**src/rtl/add_pkg.sv**
```systemverilog
`default_nettype none
// ============================================================================
// Module : add_pkg
// Brief  : Shared types and helpers for the sequenced add/subtract controller
//          and its 8-bit adder slice.
//          - state_t    : controller state encoding (IDLE, RUN, DONE)
//          - SLICE_W    : width of one adder slice
//          - signed_ovf : two's-complement overflow from operand/sum msbs
// Rev    : 1.0  initial release
// ============================================================================
package add_pkg;

  localparam int SLICE_W = 8;

  typedef enum logic [1:0] {
    ST_IDLE = 2'd0,
    ST_RUN  = 2'd1,
    ST_DONE = 2'd2
  } state_t;

  // Overflow occurs only when both operands share a sign and the sum does not.
  function automatic logic signed_ovf(input logic a_msb,
                                      input logic b_msb,
                                      input logic s_msb);
    return (a_msb == b_msb) && (s_msb != a_msb);
  endfunction

endpackage
`default_nettype wire

```
**src/rtl/add8.sv**
```systemverilog
`default_nettype none
// ============================================================================
// Module : add8
// Brief  : Combinational 8-bit adder slice with carry in/out and flags.
// Ports  : a, b      in  8   operands
//          ci        in  1   carry in
//          c         out 8   sum
//          carry_out out 1   carry out of bit 7
//          ovf       out 1   signed overflow of this slice
//          neg       out 1   sum msb
//          zero      out 1   sum == 0
// Rev    : 1.0  initial release
// ============================================================================
module add8
  import add_pkg::*;
(
  input  logic [SLICE_W-1:0] a,
  input  logic [SLICE_W-1:0] b,
  input  logic               ci,
  output logic [SLICE_W-1:0] c,
  output logic               carry_out,
  output logic               ovf,
  output logic               neg,
  output logic               zero
);

  logic [SLICE_W:0] w_sum;

  // 9-bit sum: the extra bit is the slice carry.
  assign w_sum     = {1'b0, a} + {1'b0, b} + {{SLICE_W{1'b0}}, ci};
  assign c         = w_sum[SLICE_W-1:0];
  assign carry_out = w_sum[SLICE_W];
  assign ovf       = signed_ovf(a[SLICE_W-1], b[SLICE_W-1], w_sum[SLICE_W-1]);
  assign neg       = w_sum[SLICE_W-1];
  assign zero      = (w_sum[SLICE_W-1:0] == '0);

endmodule
`default_nettype wire

```
**src/rtl/add32_seq_ctrl.sv**
```systemverilog
`default_nettype none
// ============================================================================
// Module : add32_seq_ctrl
// Brief  : Multi-cycle add/subtract controller. One shared 8-bit slice is
//          stepped LSB byte first over N_SLICES cycles, with the carry held
//          in a register between cycles.
// Ports  : clk        in  1      rising-edge clock
//          rst        in  1      asynchronous active-high reset
//          start      in  1      request operation (taken when ready=1)
//          sub        in  1      0: a+b+cin, 1: a-b
//          cin        in  1      carry in (ignored when sub=1)
//          a, b       in  WIDTH  operands, captured on accepted start
//          ready      out 1      start can be accepted this cycle
//          busy       out 1      operation in progress
//          done       out 1      one-cycle result-valid pulse
//          result     out WIDTH  sum/difference, held until next start
//          carry_out  out 1      MSB slice carry (sub: 1 = no borrow)
//          sign       out 1      true sign of the signed result
//          overflow   out 1      signed overflow
// Rev    : 1.0  initial release
// ============================================================================
module add32_seq_ctrl
  import add_pkg::*;
#(
  parameter  int N_SLICES = 4,
  parameter  int CNT_W    = 3,
  localparam int WIDTH    = SLICE_W * N_SLICES
) (
  input  logic             clk,
  input  logic             rst,
  input  logic             start,
  input  logic             sub,
  input  logic             cin,
  input  logic [WIDTH-1:0] a,
  input  logic [WIDTH-1:0] b,
  output logic             ready,
  output logic             busy,
  output logic             done,
  output logic [WIDTH-1:0] result,
  output logic             carry_out,
  output logic             sign,
  output logic             overflow
);

  state_t             r_state;
  logic [CNT_W-1:0]   r_cnt;
  logic               r_carry;
  logic [WIDTH-1:0]   r_opa;
  logic [WIDTH-1:0]   r_opb;
  logic [WIDTH-1:0]   r_result;
  logic               r_carry_out;
  logic               r_sign;
  logic               r_ovf;

  int                 w_base;
  logic [SLICE_W-1:0] w_a_slice;
  logic [SLICE_W-1:0] w_b_slice;
  logic [SLICE_W-1:0] w_slice_sum;
  logic               w_slice_co;
  logic               w_last;
  logic               w_accept;
  logic               w_msb_ovf;

  // Slice flag outputs are not needed: flags are derived below from the
  // MSB slice using the full-width operand msbs.
  logic               w_unused_ovf;
  logic               w_unused_neg;
  logic               w_unused_zero;

  assign ready     = (r_state == ST_IDLE) || (r_state == ST_DONE);
  assign busy      = (r_state == ST_RUN);
  assign done      = (r_state == ST_DONE);
  assign result    = r_result;
  assign carry_out = r_carry_out;
  assign sign      = r_sign;
  assign overflow  = r_ovf;

  assign w_accept  = start && ready;
  assign w_base    = SLICE_W * int'(r_cnt);
  assign w_a_slice = r_opa[w_base +: SLICE_W];
  assign w_b_slice = r_opb[w_base +: SLICE_W];
  assign w_last    = (r_cnt == CNT_W'(N_SLICES - 1));
  assign w_msb_ovf = signed_ovf(w_a_slice[SLICE_W-1], w_b_slice[SLICE_W-1],
                                w_slice_sum[SLICE_W-1]);

  add8 u_add8 (
    .a         (w_a_slice),
    .b         (w_b_slice),
    .ci        (r_carry),
    .c         (w_slice_sum),
    .carry_out (w_slice_co),
    .ovf       (w_unused_ovf),
    .neg       (w_unused_neg),
    .zero      (w_unused_zero)
  );

  always_ff @(posedge clk or posedge rst) begin
    if (rst) begin
      r_state     <= ST_IDLE;
      r_cnt       <= '0;
      r_carry     <= 1'b0;
      r_opa       <= '0;
      r_opb       <= '0;
      r_result    <= '0;
      r_carry_out <= 1'b0;
      r_sign      <= 1'b0;
      r_ovf       <= 1'b0;
    end else begin
      // Capture is shared by IDLE and DONE so back-to-back issue needs no
      // extra idle cycle.
      if (w_accept) begin
        r_opa   <= a;
        r_opb   <= sub ? ~b : b;
        r_carry <= sub ? 1'b1 : cin;
        r_cnt   <= '0;
        r_state <= ST_RUN;
      end else begin
        case (r_state)
          ST_RUN: begin
            r_result[w_base +: SLICE_W] <= w_slice_sum;
            r_carry                     <= w_slice_co;
            r_cnt                       <= r_cnt + CNT_W'(1);
            if (w_last) begin
              r_carry_out <= w_slice_co;
              r_ovf       <= w_msb_ovf;
              // On overflow the operands' sign is the true sign.
              r_sign      <= w_slice_sum[SLICE_W-1] ^ w_msb_ovf;
              r_state     <= ST_DONE;
            end
          end
          ST_DONE: r_state <= ST_IDLE;
          default: r_state <= ST_IDLE;
        endcase
      end
    end
  end

endmodule
`default_nettype wire

```
**config.mk**
```make
export PLATFORM = sky130hd
export DESIGN_NAME = add32_seq_ctrl
export DESIGN_NICKNAME = d
export VERILOG_FILES = /design/src/rtl/add_pkg.sv /design/src/rtl/add8.sv /design/src/rtl/add32_seq_ctrl.sv
export SDC_FILE = /design/constraint.sdc
export NUM_CORES = 1
export LEC_CHECK = 0
export CAP_MARGIN = 20
export CORE_ASPECT_RATIO = 2
export CORE_UTILIZATION = 55
export CTS_CLUSTER_DIAMETER = 30
export DETAILED_ROUTE_END_ITERATION = 12
export PLACE_DENSITY_LB_ADDON = 0.12
export SLEW_MARGIN = 25
export SYNTH_ARGS = -nofsm -noshare
export SYNTH_HDL_FRONTEND = slang
export SYNTH_SLANG_ARGS = --single-unit
```
**constraint.sdc**
```tcl
create_clock -name clk -period 10.7 [get_ports clk]
set_input_delay 2.14 -clock clk [delete_from_list [all_inputs] [get_ports clk]]
set_output_delay 2.14 -clock clk [all_outputs]
set_load 0.02 [all_outputs]
```
==> flow_metrics.py, run 1 <==
metrics = {
    "die": {
        "chipHeight_um": 138.5,
        "row_count": 49,
        "ios": 107,
        "die_x_um": 70.28,
        "core_area_mm2": 0.009012,
        "die_area_mm2": 0.009736,
        "initial_core_util_pct": 56.89,
    },
    "synth": {
        "ys.flop_type": "dfrtp_1",
        "yosysUniqueCellTypes": 42,
        "synth.area.mux_share_pct": 8.321,
        "synth_seq_cells": 105,
        "synth_edf_count": 0,
        "synth-warning-count": 0,
        "syn-num-nets": 587,
        "ys_seq_area_share_pct": 51.24,
        "avgSynthCellArea_um2": 10.21,
        "syn_inst": 502,
        "synth-compound-area-share_pct": 10.44,
        "synth_area_mm2": 0.005127,
        "synthAdderAreaFrac_pct": 4.197,
        "synth_top_family_by_area": "simple AND/OR/NAND/NOR gates",
        "synth-simple-area-share_pct": 16.67,
        "synthXorXnorAreaFrac_pct": 6.149,
        "async_flop_share_pct": 100.0,
    },
    "placed_design": {
        "place_congestion": 0.8925,
        "place_hpwl_mm": 8.828,
        "io_buffers": 106,
        "placed_cells": 687,
    },
    "clock_tree": {
        "cts_tree": "done",
        "cts_root_buffer": "clkbuf_16",
        "post_cts_resized": 0,
        "worstSkewPairLatency_ps": 350,
        "holdBufCountCts": 0,
        "clkTransAtPathRegs_ps": 70,
        "clock_path_buffers": 2,
        "cts.htree.levels": 3,
        "cts_made_buffers": 9,
        "cts_setup_buffers": 0,
        "clock-sinks": 105,
    },
    "timing": {
        "slew_violations": 0,
        "timing.hold.ws_ps": 474.8,
        "setup_violations": 0,
        "worst_pin_slew_ps": 1003,
        "fin_tns_setup_ps": 0,
        "maxSlewHeadroom_pct": 32.95,
        "rsz0062_at_grt": "no",
        "hold_viol": 0,
        "min_period_ps": 3990,
        "fmax_ghz": 0.2506,
        "clock_skew_ps": 6.260,
        "fin_crit_sh_pct": 37.29,
    },
    "status": {
        "status": "completed",
    },
    "critical_path": {
        "critical_path_class": "flip-flop to output port",
        "worstPathRequired_ps": 8560,
        "cp_data_arrival_time_ps": 1850,
        "worst_setup_path_end_kind": "output port",
        "cp_top_family": "buffers and inverters",
        "cp-start-kind": "flip-flop",
        "slowest_stage": "clkdlybuf4s50_1",
        "crit_fanout": 9,
        "crit_buf_inv": 2,
        "cp_cell_sequence": "nand2b_1 > clkinv_1 > clkdlybuf4s50_1",
        "cp_slowest_stage_delay_ps": 620,
    },
    "global_routing": {
        "grt_max_degree": 99,
        "grt-ovfl-total": 0,
        "grt_pass1_vias": 4041,
        "grt_use_total_pct": 25.78,
        "antenna_found_initial": 0,
        "grt_pass1_wl_mm": 19.33,
    },
    "power_and_ir_drop": {
        "p_leak_nw": 2.943,
        "power_density_mw_per_mm2": 309.4,
        "vdd_drop_max_v": 0.0001481,
    },
    "layout": {
        "final_common_cell": "nand2_1",
        "fillCellCount": 686,
        "layout_common_cells": "156 x nand2_1, 105 x dfrtp_1, 105 x clkdlybuf4s50_1, 46 x o21ai_0, 35 x xnor2_1",
        "drive_gt1_share_pct": 8.153,
        "fin_nets": 681,
        "stdcell_count": 703,
        "n_antenna_cell": 0,
        "area_growth_pct": 27.43,
    },
    "hold_path": {
        "hold_class": "flip-flop to flip-flop",
    },
    "drt": {
        "num_vias": 3919,
        "drt-initial-drc-count": 213,
        "ant_nets": 0,
        "vias_per_cell": 5.575,
        "routedWlPerCell_um": 16.68,
        "drt_wl_total_mm": 11.72,
        "firstDrtPassIters": 4,
        "drc": 0,
    },
    "flow_run": {
        "cap_viol_max_count": 0,
    },
}
==> power by group <==
group	total, mW	switching [mW]	internal [mW]
combinational	1.02	0.575	0.447
clock	0.328	0.146	0.182
sequential	0.672	0.105	0.567
==> metal layers <==
metal  global-route usage, %  vias up  routed length [um]
li1                        -     1881                   -
met1                   27.25     1902                4313
met2                   47.17      105                6570
met3                   3.852       31                 332
met4                   14.63        0                 507
met5                       0        -                   0
==> worst register-to-register path, cell delays in order, from the launching register on <==
cell and delay [ps]:
dfrtp_1 600, buf_4 400, mux4_2 550, and2_1 180, fa_1 440, fa_1 430
a21o_1 190, a221oi_1 460, xnor2_1 210, mux2_2 290
==> cell type report <==
| class | count | area [um^2] | area share [%] |
|---|---|---|---|
| clock buffer | 10 | 229.0 | 3.504 |
| clock inverter | 6 | 67.56 | 1.034 |
| inverter | 9 | 36.28 | 0.5553 |
| multi-input combinational | 360 | 2352 | 36.00 |
| sequential | 105 | 2628 | 40.21 |
| tap | 102 | 127.6 | 1.953 |
| timing repair buffer | 111 | 1094 | 16.74 |
==> metrics by stage <==
stage	setup slack (ps)	util, %	power [mW]	cell area [um^2]
CTS	6700	72.50	2.033	6534
floorplan	5799	-	1.360	5127
finish	6710	72.50	2.022	6534
global placement	6833	69.21	1.653	6237
detailed placement	6800	69.21	1.697	6237
global route	6599	72.50	2.161	6534
==> cells by family after synthesis <==
kind of cell | Yosys count
AOI/OAI and AO/OA | 85
DFF | 105
buffers and inverters | 37
muxes | 22
adders and majority gates | 16
and+or+nand+nor | 201
xor gates and xnor gates | 36
==> registers in the layout (all words and copies together), names as in the netlist <==
name / flops
carry_out: 1
overflow: 1
r_carry: 1
r_cnt: 3
r_opa: 32
r_opb: 32
r_state: 2
result: 32
sign: 1
==> synthesized netlist by cell type, drive strengths merged, types with 2 or more instances <==
cell,count,area (um^2)
xnor2,35,306.5
a21o,2,15.01
a21oi,5,25.02
a22o,12,105.1
o41ai,2,17.52
nand2,156,585.6
nand3,6,30.03
fa,2,40.04
mux4,16,360.4
buf,6,36.28
o21a,2,15.01
o21ai,46,230.2
nand2b,4,25.02
o31ai,8,60.06
nor2,8,30.03
nor3,2,10.01
mux2,5,56.30
inv,8,30.03
and2,16,102.6
nor2b,2,12.51
clkbuf,22,82.58
dfrtp,105,2628
nor4b,2,23.77
a221oi,2,17.52
ha,14,175.2
==> final timing paths <==
path                            start         end  slack, ps  cells past startpoint
min                         r_opa[19]   r_opa[19]        470                      2
min reg2reg                 r_opa[19]   r_opa[19]        470                      2
max reg2reg                  r_cnt[0]   result[6]       6830                      9
min in group asynchronous         rst  r_state[1]       2220                      2
max in group asynchronous         rst  result[31]       7300                      3
max                        r_state[0]        busy       6710                      3
No activity file was read; power rests on OpenSTA's default activity.
==> run 2: changes to the inputs <==
--- a/config.mk
+++ b/config.mk
@@ -7,7 +7,7 @@
 export LEC_CHECK = 0
 export CAP_MARGIN = 20
 export CORE_ASPECT_RATIO = 2
-export CORE_UTILIZATION = 55
+export CORE_UTILIZATION = 51
 export CTS_CLUSTER_DIAMETER = 30
 export DETAILED_ROUTE_END_ITERATION = 12
 export PLACE_DENSITY_LB_ADDON = 0.12
==> constraint.sdc (replaced) <==
create_clock -name clk -period 4.2 [get_ports clk]
set_input_delay 0.84 -clock clk [delete_from_list [all_inputs] [get_ports clk]]
set_output_delay 0.84 -clock clk [all_outputs]
set_load 0.02 [all_outputs]
==> flow_metrics.py, run 2 (synthesis gave the netlist of run 1 again) <==
metrics = {
    "power_and_ir_drop": {
        "comb_power_share_pct": 50.6,
        "p_seq_share_pct": 33.3,
        "power_density_mw_per_mm2": 784.5,
        "vdd_drop_max_v": 0.0003800,
        "p_leak_nw": 2.968,
        "power.share.clock_pct": 16.1,
        "switching_share_pct": 40.65,
        "power_switching_mw": 2.107,
        "p_total_mw": 5.182,
        "intPower_mw": 3.075,
    },
    "drt": {
        "num_vias": 3885,
        "topRoutingLayerUsed": "met4",
        "routedWlPerCell_um": 16.19,
        "wl_met2_mm": 7.069,
        "firstDrtPassIters": 4,
        "drt-initial-drc-count": 198,
        "drt_wl_total_mm": 11.90,
        "wl_met1_mm": 4.198,
        "vias_per_cell": 5.286,
        "drc": 0,
        "ant_nets": 0,
        "wl_met3_um": 319,
    },
    "placed_design": {
        "place_congestion": 0.9126,
        "io_buffers": 106,
        "place_hpwl_mm": 9.153,
        "preCtsSetupSlack_ps": 1008,
    },
    "die": {
        "ios": 107,
        "core_area_mm2": 0.009763,
        "row_count": 51,
        "die_x_um": 72.90,
        "chipHeight_um": 143.8,
        "initial_core_util_pct": 52.52,
        "die_area_mm2": 0.01048,
    },
    "timing": {
        "setup_slack_ps": 964.6,
        "min_period_ps": 3235,
        "setup_violations": 0,
        "maxSlewHeadroom_pct": 34.28,
        "slew_violations": 0,
        "fin_tns_setup_ps": 0,
        "worst_pin_slew_ps": 985.8,
        "hold_viol": 0,
        "fmax_ghz": 0.3091,
        "fin_crit_sh_pct": 77.03,
        "clock_skew_ps": 6.654,
        "rsz0062_at_grt": "no",
    },
    "layout": {
        "n_antenna_cell": 0,
        "layout_common_cells": "156 x nand2_1, 105 x dfrtp_1, 105 x clkdlybuf4s50_1, 46 x o21ai_0, 35 x xnor2_1",
        "final_common_cell": "nand2_1",
        "fin_nets": 684,
        "drive_gt1_share_pct": 8.624,
        "area_growth_pct": 28.82,
    },
    "clock_tree": {
        "cts_root_buffer": "clkbuf_16",
        "worstSkewPairLatency_ps": 350,
        "holdBufCountCts": 0,
        "clock-sinks": 105,
        "cts_setup_buffers": 0,
        "cts.htree.levels": 3,
        "cts_made_buffers": 9,
        "post_cts_resized": 0,
        "clock_path_buffers": 2,
        "clkTransAtPathRegs_ps": 60,
        "cts_tree": "done",
    },
    "global_routing": {
        "grt-ovfl-total": 0,
        "grt_max_degree": 64,
        "grt_pass1_wl_mm": 19.25,
        "grt_use_total_pct": 24.92,
        "antenna_found_initial": 0,
        "grt_pass1_vias": 4063,
    },
    "critical_path": {
        "cp_cell_sequence": "mux4_2 > and2_1 > fa_1 > fa_1 > a21o_1 > a221oi_1 > xnor2_1 > mux2_2",
        "worstPathRequired_ps": 4430,
        "cp_data_arrival_time_ps": 3460,
        "worst_setup_path_end_kind": "flip-flop",
        "crit_fanout": 11,
        "cp-start-kind": "flip-flop",
        "slowest_stage": "dfrtp_1",
        "r2r_start": "r_cnt[1]",
        "critPathMostFrequentCell": "fa_1",
        "cp_slowest_stage_delay_ps": 580,
        "crit_start": "r_cnt[1]",
        "critical_path_class": "flip-flop to flip-flop",
    },
    "hold_path": {
        "min_from": "result[10]",
        "hold_class": "flip-flop to flip-flop",
    },
    "status": {
        "status": "completed",
    },
    "flow_run": {
        "cap_viol_max_count": 0,
    },
}
## run 2: metrics by stage
step,area (um^2),std cells,utilization [%],hold slack [ps]
2_1_floorplan,5127,502,-,440.3
3_3_place_gp,6310,720,64.63,454.5
3_5_place_dp,6310,720,64.63,460.5
4_1_cts,6605,735,67.65,477.9
5_1_grt,6605,735,67.65,503.6
6_report,6605,735,67.65,473.9
## run 2: layer usage
layer,GRT usage (%),vias up
li1,-,1882
met4,11.76,0
met5,0,-
met1,25.32,1884
met3,3.506,22
met2,48.11,97
## run 2: worst paths after layout
path | to | slack (ps) | cells past startpoint
worst max register to register | result[6] | 960 | 8
worst max-delay path | result[6] | 960 | 8
max in group asynchronous | r_opa[7] | 2530 | 3
min in group asynchronous | result[1] | 930 | 2
worst min-delay path | result[10] | 470 | 2
worst min register to register | result[10] | 470 | 2
## run 2: final cells by class
cell class                      instances  area, um^2
Fill cell                             809        3158
Sequential cell                       105        2628
Multi-Input combinational cell        360        2352
Timing Repair Buffer                  114        1129
Clock buffer                           10       239.0
Tap cell                              132       165.2
Clock inverter                          5       56.30
Inverter                                9       36.28
## run 2: critical path, delay by kind of cell, from the launching register on
kind | cells | cell delay (ps)
xor gates and xnor gates | 1 | 200
DFF | 1 | 580
adders and majority gates | 2 | 850
muxes | 2 | 650
AOI/OAI and AO/OA | 2 | 640
and+or+nand+nor | 1 | 180
## run 2: power by group through the flow
stage | Sequential [mW] | Combinational [mW] | Clock, mW
after floorplan | 1.78 | 1.69 | 0
after global placement | 1.72 | 2.52 | 0
after detailed placement | 1.74 | 2.61 | 0
after CTS | 1.73 | 2.63 | 0.851
after global routing | 1.77 | 2.87 | 0.890
final | 1.72 | 2.62 | 0.836
==> run 3: changes to the inputs <==
--- a/config.mk
+++ b/config.mk
@@ -7,7 +7,7 @@
 export LEC_CHECK = 0
 export CAP_MARGIN = 20
 export CORE_ASPECT_RATIO = 2
-export CORE_UTILIZATION = 51
+export CORE_UTILIZATION = 46
 export CTS_CLUSTER_DIAMETER = 30
 export DETAILED_ROUTE_END_ITERATION = 12
 export PLACE_DENSITY_LB_ADDON = 0.12
==> constraint.sdc (replaced) <==
create_clock -name clk -period 2.8 [get_ports clk]
set_input_delay 0.56 -clock clk [delete_from_list [all_inputs] [get_ports clk]]
set_output_delay 0.56 -clock clk [all_outputs]
set_load 0.02 [all_outputs]
==> flow_metrics.py, run 3 (synthesis gave the netlist of run 1 again) <==
metrics = {
    "layout": {
        "n_antenna_cell": 0,
        "area_growth_pct": 34.09,
        "layout_common_cells": "156 x nand2_1, 105 x clkdlybuf4s50_1, 104 x dfrtp_1, 43 x o21ai_0, 33 x xnor2_1",
        "final_core_util_pct": 63.20,
        "fillCellCount": 900,
        "stdcell_count": 761,
        "fin_nets": 701,
        "final_common_cell": "nand2_1",
        "drive_gt1_share_pct": 13.69,
    },
    "die": {
        "initial_core_util_pct": 47.14,
        "row_count": 54,
        "core_area_mm2": 0.01088,
        "chipHeight_um": 151.3,
        "die_area_mm2": 0.01160,
        "die_x_um": 76.66,
        "ios": 107,
    },
    "clock_tree": {
        "cts.htree.levels": 3,
        "cts_setup_buffers": 0,
        "clock-sinks": 105,
        "cts_tree": "done",
        "worstSkewPairLatency_ps": 350,
        "holdBufCountCts": 0,
        "cts_made_buffers": 9,
        "cts_root_buffer": "clkbuf_16",
        "clock_path_buffers": 2,
        "clkTransAtPathRegs_ps": 70,
    },
    "drt": {
        "drt_wl_total_mm": 12.23,
        "num_vias": 3959,
        "topRoutingLayerUsed": "met4",
        "ant_nets": 0,
        "routedWlPerCell_um": 16.07,
        "firstDrtPassIters": 4,
        "wl_met1_mm": 4.422,
        "drc": 0,
        "wl_met3_um": 300,
        "drt-initial-drc-count": 207,
        "vias_per_cell": 5.202,
        "wl_met2_mm": 7.004,
    },
    "critical_path": {
        "slowest_stage": "mux4_2",
        "ff2ff_path_depth": 8,
        "critical_path_class": "flip-flop to flip-flop",
        "worst_setup_path_end_kind": "flip-flop",
        "crit_buf_inv": 0,
        "cp_top_family": "multiplexers",
        "critPathMostFrequentCell": "fa_2",
        "r2r_start": "r_cnt[0]",
        "cp_cell_sequence": "mux4_2 > and2_4 > fa_2 > fa_2 > a21o_1 > a221oi_4 > xnor2_2 > mux2_2",
        "cp_slowest_stage_delay_ps": 520,
        "crit_fanout": 4,
        "worstPathRequired_ps": 3030,
        "cp-start-kind": "flip-flop",
        "reg2reg_slack_ps": -60,
        "worstReg2RegEnd": "result[6]",
        "cp_data_arrival_time_ps": 3100,
    },
    "timing": {
        "hold_viol": 0,
        "fin_crit_sh_pct": 102.3,
        "rsz0062_at_grt": "yes",
        "clock_skew_ps": 8.216,
        "setup_violations": 5,
        "setup_slack_ps": -64.36,
        "slew_violations": 0,
        "timing.hold.ws_ps": 475.3,
        "min_period_ps": 2864,
        "fmax_ghz": 0.3491,
        "maxSlewHeadroom_pct": 43.21,
        "worst_pin_slew_ps": 851.8,
    },
    "hold_path": {
        "hold_depth": 2,
        "hold_end": "r_opa[5]",
        "hold_class": "flip-flop to flip-flop",
        "min_from": "r_opa[5]",
    },
    "global_routing": {
        "grt_use_total_pct": 22.74,
        "grt_pass1_vias": 3915,
        "antenna_found_initial": 0,
        "grt_max_degree": 106,
        "grt-ovfl-total": 0,
        "grt_pass1_wl_mm": 19.93,
    },
    "status": {
        "status": "complete, but fails checks",
        "violations": "setup timing",
    },
    "power_and_ir_drop": {
        "p_leak_nw": 3.095,
        "vdd_drop_max_v": 0.0005567,
        "power_density_mw_per_mm2": 1243,
    },
    "placed_design": {
        "placed_cells": 745,
        "io_buffers": 106,
        "place_hpwl_mm": 9.255,
        "place_congestion": 0.8917,
    },
    "flow_run": {
        "cap_viol_max_count": 0,
    },
}
==> run 3: layout make-up <==
cell class / instances / area, um^2 / area share (%)
clock buffer: 10 / 239.0 / 3.476
clock inverter: 6 / 73.82 / 1.074
inverter: 9 / 37.54 / 0.5460
multi-input combinational: 360 / 2452 / 35.67
sequential: 105 / 2629 / 38.23
tap: 140 / 175.2 / 2.548
timing repair buffer: 131 / 1269 / 18.45
==> run 3: how the worst max path moves through the flow <==
stage	slack (ps)	from	end	cells past startpoint
after floorplan	-210	r_cnt[0]	result[6]	10
after global placement	-70	r_cnt[0]	result[6]	8
after detailed placement	-140	r_cnt[0]	result[6]	8
after CTS	-60	r_cnt[0]	result[6]	8
after global routing	-150	r_cnt[0]	result[6]	8
final	-60	r_cnt[0]	result[6]	8
==> run 3: stage by stage <==
stage	instance area (um^2)	setup WS [ps]	TNS, ps	power [mW]
finish	6875	-64.36	-180.7	8.545
detailed placement	6485	-137.3	-854.3	6.991
CTS	6852	-62.07	-101.8	8.504
global placement	6485	-66.29	-134.1	6.858
floorplan	5176	-206.1	-692.7	5.315
global route	6875	-147.2	-1467	9.120
==> run 3: repair_timing <==
action	4_1_cts	5_1_grt
resized for setup	9	5
pin swaps	3	6
endpoints found under the setup margin	15	18
==> run 3: power breakdown <==
group | internal (mW) | switching [mW]
Clock | 0.731 | 0.592
Combinational | 2.22 | 2.40
Sequential | 2.17 | 0.432
Total | 5.12 | 3.43
==> run 3: worst reg2reg max path, stage by stage, from the launching register on <==
cell and delay [ps]:
dfrtp_2 430, mux4_2 520, and2_4 170, fa_2 350, fa_2 350, a21o_1 200, a221oi_4 310, xnor2_2 130
mux2_2 270
==> run 3: per-layer routing <==
layer,vias up,GRT usage [%]
met1,1909,23.97
met4,0,13.27
li1,1918,-
met2,104,43.02
met5,-,0
met3,28,2.711
